`src/rtl/tl_async_queue_source.sv`:
```
// Write side of a clock-domain-crossing queue for TileLink-style channels.
// Beats land in a register ring published to the sink along with a Gray write index.
module tl_async_queue_source #(
    parameter int WIDTH = 32,
    parameter int DEPTH = 8,
    parameter int SYNC  = 3,
    localparam int AW   = $clog2(DEPTH)
) (
    input  logic                   clock,
    input  logic                   reset,
    input  logic                   enq_valid,
    output logic                   enq_ready,
    input  logic [WIDTH-1:0]       enq_bits,
    output logic [DEPTH*WIDTH-1:0] async_mem,
    output logic [AW:0]            async_widx,
    input  logic [AW:0]            async_ridx,
    output logic [AW:0]            level,
    output logic                   drained
);

    // Gray indices differ in their top two bits exactly when the ring is full.
    localparam logic [AW:0] FULL_MASK = (AW+1)'(3) << (AW-1);

    logic [AW:0]      wbin_q;
    logic [AW:0]      wbin_d;
    logic [AW:0]      widx_q;
    logic [AW:0]      widx_d;
    logic [WIDTH-1:0] mem_q [DEPTH];
    logic [AW:0]      rsync_q [SYNC];
    logic [AW:0]      ridxS;
    logic             full;
    logic             fire;

    function automatic logic [AW:0] gray2bin(input logic [AW:0] g);
        logic [AW:0] b;
        b[AW] = g[AW];
        for (int i = AW - 1; i >= 0; i--) begin
            b[i] = b[i+1] ^ g[i];
        end
        return b;
    endfunction

    assign ridxS     = rsync_q[SYNC-1];
    assign full      = (widx_q == (ridxS ^ FULL_MASK));
    assign enq_ready = !full;
    assign fire      = enq_valid && enq_ready;

    always_comb begin
        wbin_d = wbin_q;
        widx_d = widx_q;
        if (fire) begin
            wbin_d = wbin_q + (AW+1)'(1);
            widx_d = wbin_d ^ (wbin_d >> 1);
        end
    end

    always_ff @(posedge clock or posedge reset) begin
        if (reset) begin
            wbin_q <= '0;
            widx_q <= '0;
        end else begin
            wbin_q <= wbin_d;
            widx_q <= widx_d;
        end
    end

    always_ff @(posedge clock or posedge reset) begin
        if (reset) begin
            for (int i = 0; i < DEPTH; i++) begin
                mem_q[i] <= '0;
            end
        end else if (fire) begin
            mem_q[wbin_q[AW-1:0]] <= enq_bits;
        end
    end

    // The first stage samples the foreign index with no logic in front of it.
    always_ff @(posedge clock or posedge reset) begin
        if (reset) begin
            for (int i = 0; i < SYNC; i++) begin
                rsync_q[i] <= '0;
            end
        end else begin
            rsync_q[0] <= async_ridx;
            for (int i = 1; i < SYNC; i++) begin
                rsync_q[i] <= rsync_q[i-1];
            end
        end
    end

    for (genvar g = 0; g < DEPTH; g++) begin : gMem
        assign async_mem[g*WIDTH +: WIDTH] = mem_q[g];
    end

    assign async_widx = widx_q;
    assign level      = wbin_q - gray2bin(ridxS);
    assign drained    = (level == '0);

endmodule
```
`config.mk`:
```
export PLATFORM = sky130hd
export DESIGN_NAME = tl_async_queue_source
export DESIGN_NICKNAME = d
export VERILOG_FILES = /design/src/rtl/tl_async_queue_source.sv
export SDC_FILE = /design/constraint.sdc
export NUM_CORES = 1
export LEC_CHECK = 0
export BUFFER_PORTS_ARGS = -buffer_cell sky130_fd_sc_hd__buf_2
export CAP_MARGIN = 5
export CORE_MARGIN = 5
export CORE_UTILIZATION = 50
export DETAILED_ROUTE_END_ITERATION = 7
export PLACE_DENSITY = 0.77
export SLEW_MARGIN = 40
export SYNTH_ARGS = -nofsm -noshare
export SYNTH_HDL_FRONTEND = slang
export SYNTH_SLANG_ARGS = --single-unit
export TNS_END_PERCENT = 5
```
`constraint.sdc`:
```
create_clock -name clock -period 10.2 [get_ports clock]
set_clock_uncertainty 0.2 [all_clocks]
set_input_delay 0 -clock clock [delete_from_list [all_inputs] [get_ports clock]]
set_output_delay 0 -clock clock [all_outputs]
set_load 0.01 [all_outputs]
```
## Yosys cells after proc, flatten, opt, wreduce, memory -nomap -nowiden

Index checks and enable logic that the tools add are counted.
W data, S select, Z words.

- Reductions and logical operators: 4
- Bitwise gates (word level): 6
- Equality and inequality tests: 1
- Multiplexer cells: 3
- Magnitude comparators: 2
- Add/subtract/negate cells: 2

Operators with widths:

| kind | number |
|---|---|
| $bwmux W256 | 1 |
| $demux W32 S3 | 1 |
| $mux W32 | 1 |
| $add A4 B1 Y4 const B | 1 |
| $eq A4 B4 Y1 | 1 |
| $ge A4 B4 Y1 const B | 1 |
| $logic_not A4 Y1 | 1 |
| $lt A4 B1 Y1 const B | 1 |
| $not A3 Y4 | 1 |
| $sub A4 B4 Y4 | 1 |
| $xor A4 B3 Y4 | 1 |
| $xor A1 B1 Y1 | 3 |
| $logic_and A1 B1 Y1 | 2 |
| $not A2 Y2 | 1 |
| $logic_not A1 Y1 | 1 |

- Flip-flop bits (word level): 276
- Input port bits: 39
- Word-level logic and storage cells: 31

## Depth between registers and ports, before layout

- Word-level depth: 6
- Depth in mapped cells: 8

## Worst setup path after synthesis

OpenSTA, ideal clock, no wires.

- Kind: register to output
- Start point: register rsync_q (netlist bit ridxS[2])
- End point: output port drained
- Stages on the path, launching flop included: 8
- Required time: 10000 ps
- Path slack: 7621 ps
- Data arrival time: 2379 ps
- Cells stage by stage: dfrtp_1 xnor2_1 xor2_1 xnor2_1 ha_1 fa_1 inv_1 a2111oi_0

- Cells in the longest elaborated chain, start to end: 5

Ends and longest elaborated chain:

| item | line | source |
|---|---|---|
| start: declaration | 29 | `logic [AW:0] rsync_q [SYNC];` |
| start signal: indexed assignment | 86 | `rsync_q[i] <= rsync_q[i-1];` |
| $xor A1 B1 Y1 * (2 in a row) | 38 | `b[i] = b[i+1] ^ g[i];` |
| $xor A1 B1 Y1 | 38 |  |
| $sub A4 B4 Y4 * | 96 | `assign level = wbin_q - gray2bin(ridxS);` |
| net level[1] | 17 | `output logic [AW:0] level,` |
| $logic_not A4 Y1 * | 97 | `assign drained = (level == '0);` |
| end: declaration | 18 | `output logic drained` |

The timed path passes the listed nets; every way through them passes the cells marked *.

## Worst setup path after layout

- Start point: register rsync_q (netlist bit ridxS[2])
- End point: output port drained

- Cells in the longest elaborated chain, start to end: 5

Ends and longest elaborated chain:

| item | line |
|---|---|
| $xor A1 B1 Y1 * | 38 |
| $xor A1 B1 Y1 (2 in a row) | 38 |
| $sub A4 B4 Y4 * | 96 |
| $logic_not A4 Y1 * | 97 |

Every way passes the cells marked *; elsewhere a longest branch is shown, timed or not.

==> metrics.md <==
| Metric | Value |
|---|---|
| Run status | finished, final reports clean |
| Starting density of the core | 50.4% |
| Arr. time, crit path | 2980 ps |
| Hold Path Class | in2reg |
| Antenna violations before repair | 0 |
| Sequential area share after synthesis | ~66% |
| Mapped Nets | 662 |
| Antenna Nets Post-Route | 0 |
| Register bit count reported by yosys | between 200 and 300 |
| Placeable Area | 0.0208 mm² |
| Row cnt | 53 |
| Clk sinks | 275 |
| Total number of vias | 6,573 |
| Clk root buf | clkbuf_16 |
| Async SR Flop Fraction | 100% |
| Max frequency | 315 MHz |
| Total congestion overflow | 0 |
| Post-synthesis cell count | about 620 |
| Synth cell types | 29 |
| Post-route cell area | about 0.014 mm² |
| Area after DPL | 0.0123 mm² |
| Largest net degree at the start of global routing | between 100 and 150 |
| Vias in the first global route | 7,229 |
| CP Launch Type | register |
| P_leak | around 6.7 nW |
| Fill count | 1,449 |
| Top FF cell, synth | dfrtp_1 |
| Slew at the pin with the worst max-slew slack | 737 ps |
| Commonest non-fill, non-tap cell in the layout | buf_2 |
| Num CTS Buffers | 28 |
| I/O pin cnt | 305 |
| Slew HR | about half |
| Vias per cell | 5.18 |
| WL/cell | 20.6 µm |
| Number of synthesized flops with an enable pin | 0 |
| Post-route clock period utilization | between 30% and 40% |
| H-tree depth | 1 |
| DR pass1 iterations | 4 |
| CP Max Fanout | 3 |
| MaxCap Viol Count | 0 |
| Most frequent cells in the layout | buf_2, dfrtp_1, mux2_2 |
| Global-route wire length before repair | roughly 42,000 µm |
| Final RePlAce weighted congestion | 0.778 |
| GR Util All Layers | a little over a fifth |
| Tmin final | 3180 ps |
| Clock latency at the later pin of the worst-skew pair | between 500 and 600 ps |
| WHS | 128 ps |
| Synth warnings | 0 |
| ANT cells | 0 |
| Postcts setup bufs | 0 |
| Post-DP HPWL | 17,100 µm |
| VDD IR-drop max | 0.213 mV |
| Nets | 1,017 |
| Max Transition Viols Final | 0 |
| Chip Height | 155 µm |
| Setup TNS | 0 ps |
| WP data required | around 10,000 ps |
| FF/Latch Area | 0.00688 mm² |
| Total Routed Length | 26,200 µm |
| RSZ-0062 raised after global routing | false |
| Clock slew at reported path FFs | 60 ps |
| Cell Area, Synth | 0.0105 mm² |
| Die width | 155 µm |
| Post-Syn Area per Cell | approximately 17 µm² |
| Pwr Density | 357 mW/mm² |
| Share of cells above drive strength 1 | 61.6% |
| CTS tree | yes |
| Multi-input gate area | 0.00344 mm² |
| Drc violations | 0 |
| Fin util | 66.3% |
| Setup Viol. Count Final | 0 |
| Worst Setup End Kind | output pin |
| DRT iter0 DRCs | roughly 270 |
| Worst setup path class | reg2out |
| Final Hold Fails | 0 |
| Tot Pwr | 4.93 mW |
| Die area | ~0.024 mm² |
| Clock buffer depth | 3 |
| Area grow syn2layout | 31.6% |
| I/O Buffers | 304 |
==> logic make-up after synthesis <==
family / after synthesis / share of synthesized area, %
compound gates: 8 / 0.489
mux: 257 / 28.6
xor+xnor: 16 / 1.33
simple gates: 17 / 1.28
buf+inv: 40 / 2.04
fa+ha+maj: 5 / 0.667
flops: 275 / 65.6
==> flip-flops by register name (all words and copies together) (netlist names) <==
name	flops
async_mem	256
async_widx	3
ridxS	4
rsync_q	8
wbin_q	4
==> Yosys cell counts, types with 2 or more instances <==
cell type,number,area (µm²)
xnor2_1,11,96.3
inv_1,7,26.3
nand3_1,2,10.0
nand2_1,4,15.0
mux2_4,30,450
buf_2,21,105
clkbuf_1,4,15.0
or4_1,2,15.0
buf_6,3,33.8
mux2_2,209,2350
dfrtp_1,275,6880
mux2_1,18,203
ha_1,4,50.1
nor4_2,2,25.0
o21ai_0,5,25.0
xor2_1,5,43.8
buf_4,4,30.0
==> critical path, stage by stage, from the launching register on <==
cell and delay, ps:
dfrtp_1 400, xnor2_1 270, xor2_1 310, ha_1 290
nor2b_1 130, o21ai_0 230, nand3_1 160, a2111oi_0 460
buf_2 220
==> through the flow <==
| step | std cells | setup WS, ps |
|---|---|---|
| after floorplan | 618 | 2420 |
| after global placement | 1172 | 7030 |
| after detailed placement | 1175 | 7000 |
| after CTS | 1269 | 7010 |
| after global routing | 1269 | 6730 |
| final | 1269 | 7020 |
==> layer usage <==
| metal | routed length [µm] | part of all wire [%] | GRT usage, % | vias up |
|---|---|---|---|---|
| met3 | 2200 | 8.4 | 5.90 | 49 |
| li1 | - | - | - | 2890 |
| met4 | 775 | 3.0 | 6.27 | 0 |
| met2 | 12700 | 48 | 36.4 | 256 |
| met5 | 0 | 0 | 0 | - |
| met1 | 10500 | 40 | 28.7 | 3378 |
==> report_power, final <==
part	internal [mW]	leakage, nW	total [mW]	switching [mW]
Sequential	1.63	3.30	1.92	0.297
Clock	0.726	0.526	1.15	0.425
Combinational	0.947	2.90	1.85	0.906
Total	3.30	6.72	4.93	1.63
==> cell type report <==
class                   count  area share [%]
well taps                 275            2.49
flip-flops and latches    275            49.8
inverters                   8           0.308
repair buffers            357            14.8
clock inverters            15            1.99
clock buffers              36            5.72
multi-input cells         303            24.9
==> final timing paths <==
path | startpoint | to | slack [ps] | cells past startpoint
setup reg to reg | wbin_q[3]$_DFFE_PP0P_ | async_mem[194]$_DFFE_PP0P_ | 7040 | 5
max in group asynchronous | reset | async_mem[1]$_DFFE_PP0P_ | 8090 | 5
hold reg to reg | rsync_q[5]$_DFF_PP0_ | ridxS[1]$_DFF_PP0_ | 150 | 0
setup / recovery | ridxS[2]$_DFF_PP0_ | drained | 7020 | 8
hold / removal | enq_valid | wbin_q[2]$_DFFE_PP0P_ | 130 | 4
min in group asynchronous | reset | async_mem[114]$_DFFE_PP0P_ | 590 | 4
==> repair_timing <==
| action | in CTS | in global routing |
|---|---|---|
| hold buffers | 43 | 0 |
| gates resized for setup | 0 | 0 |
| hold endpoints to repair | 389 | 0 |
(Power assumes the default switching activity.)
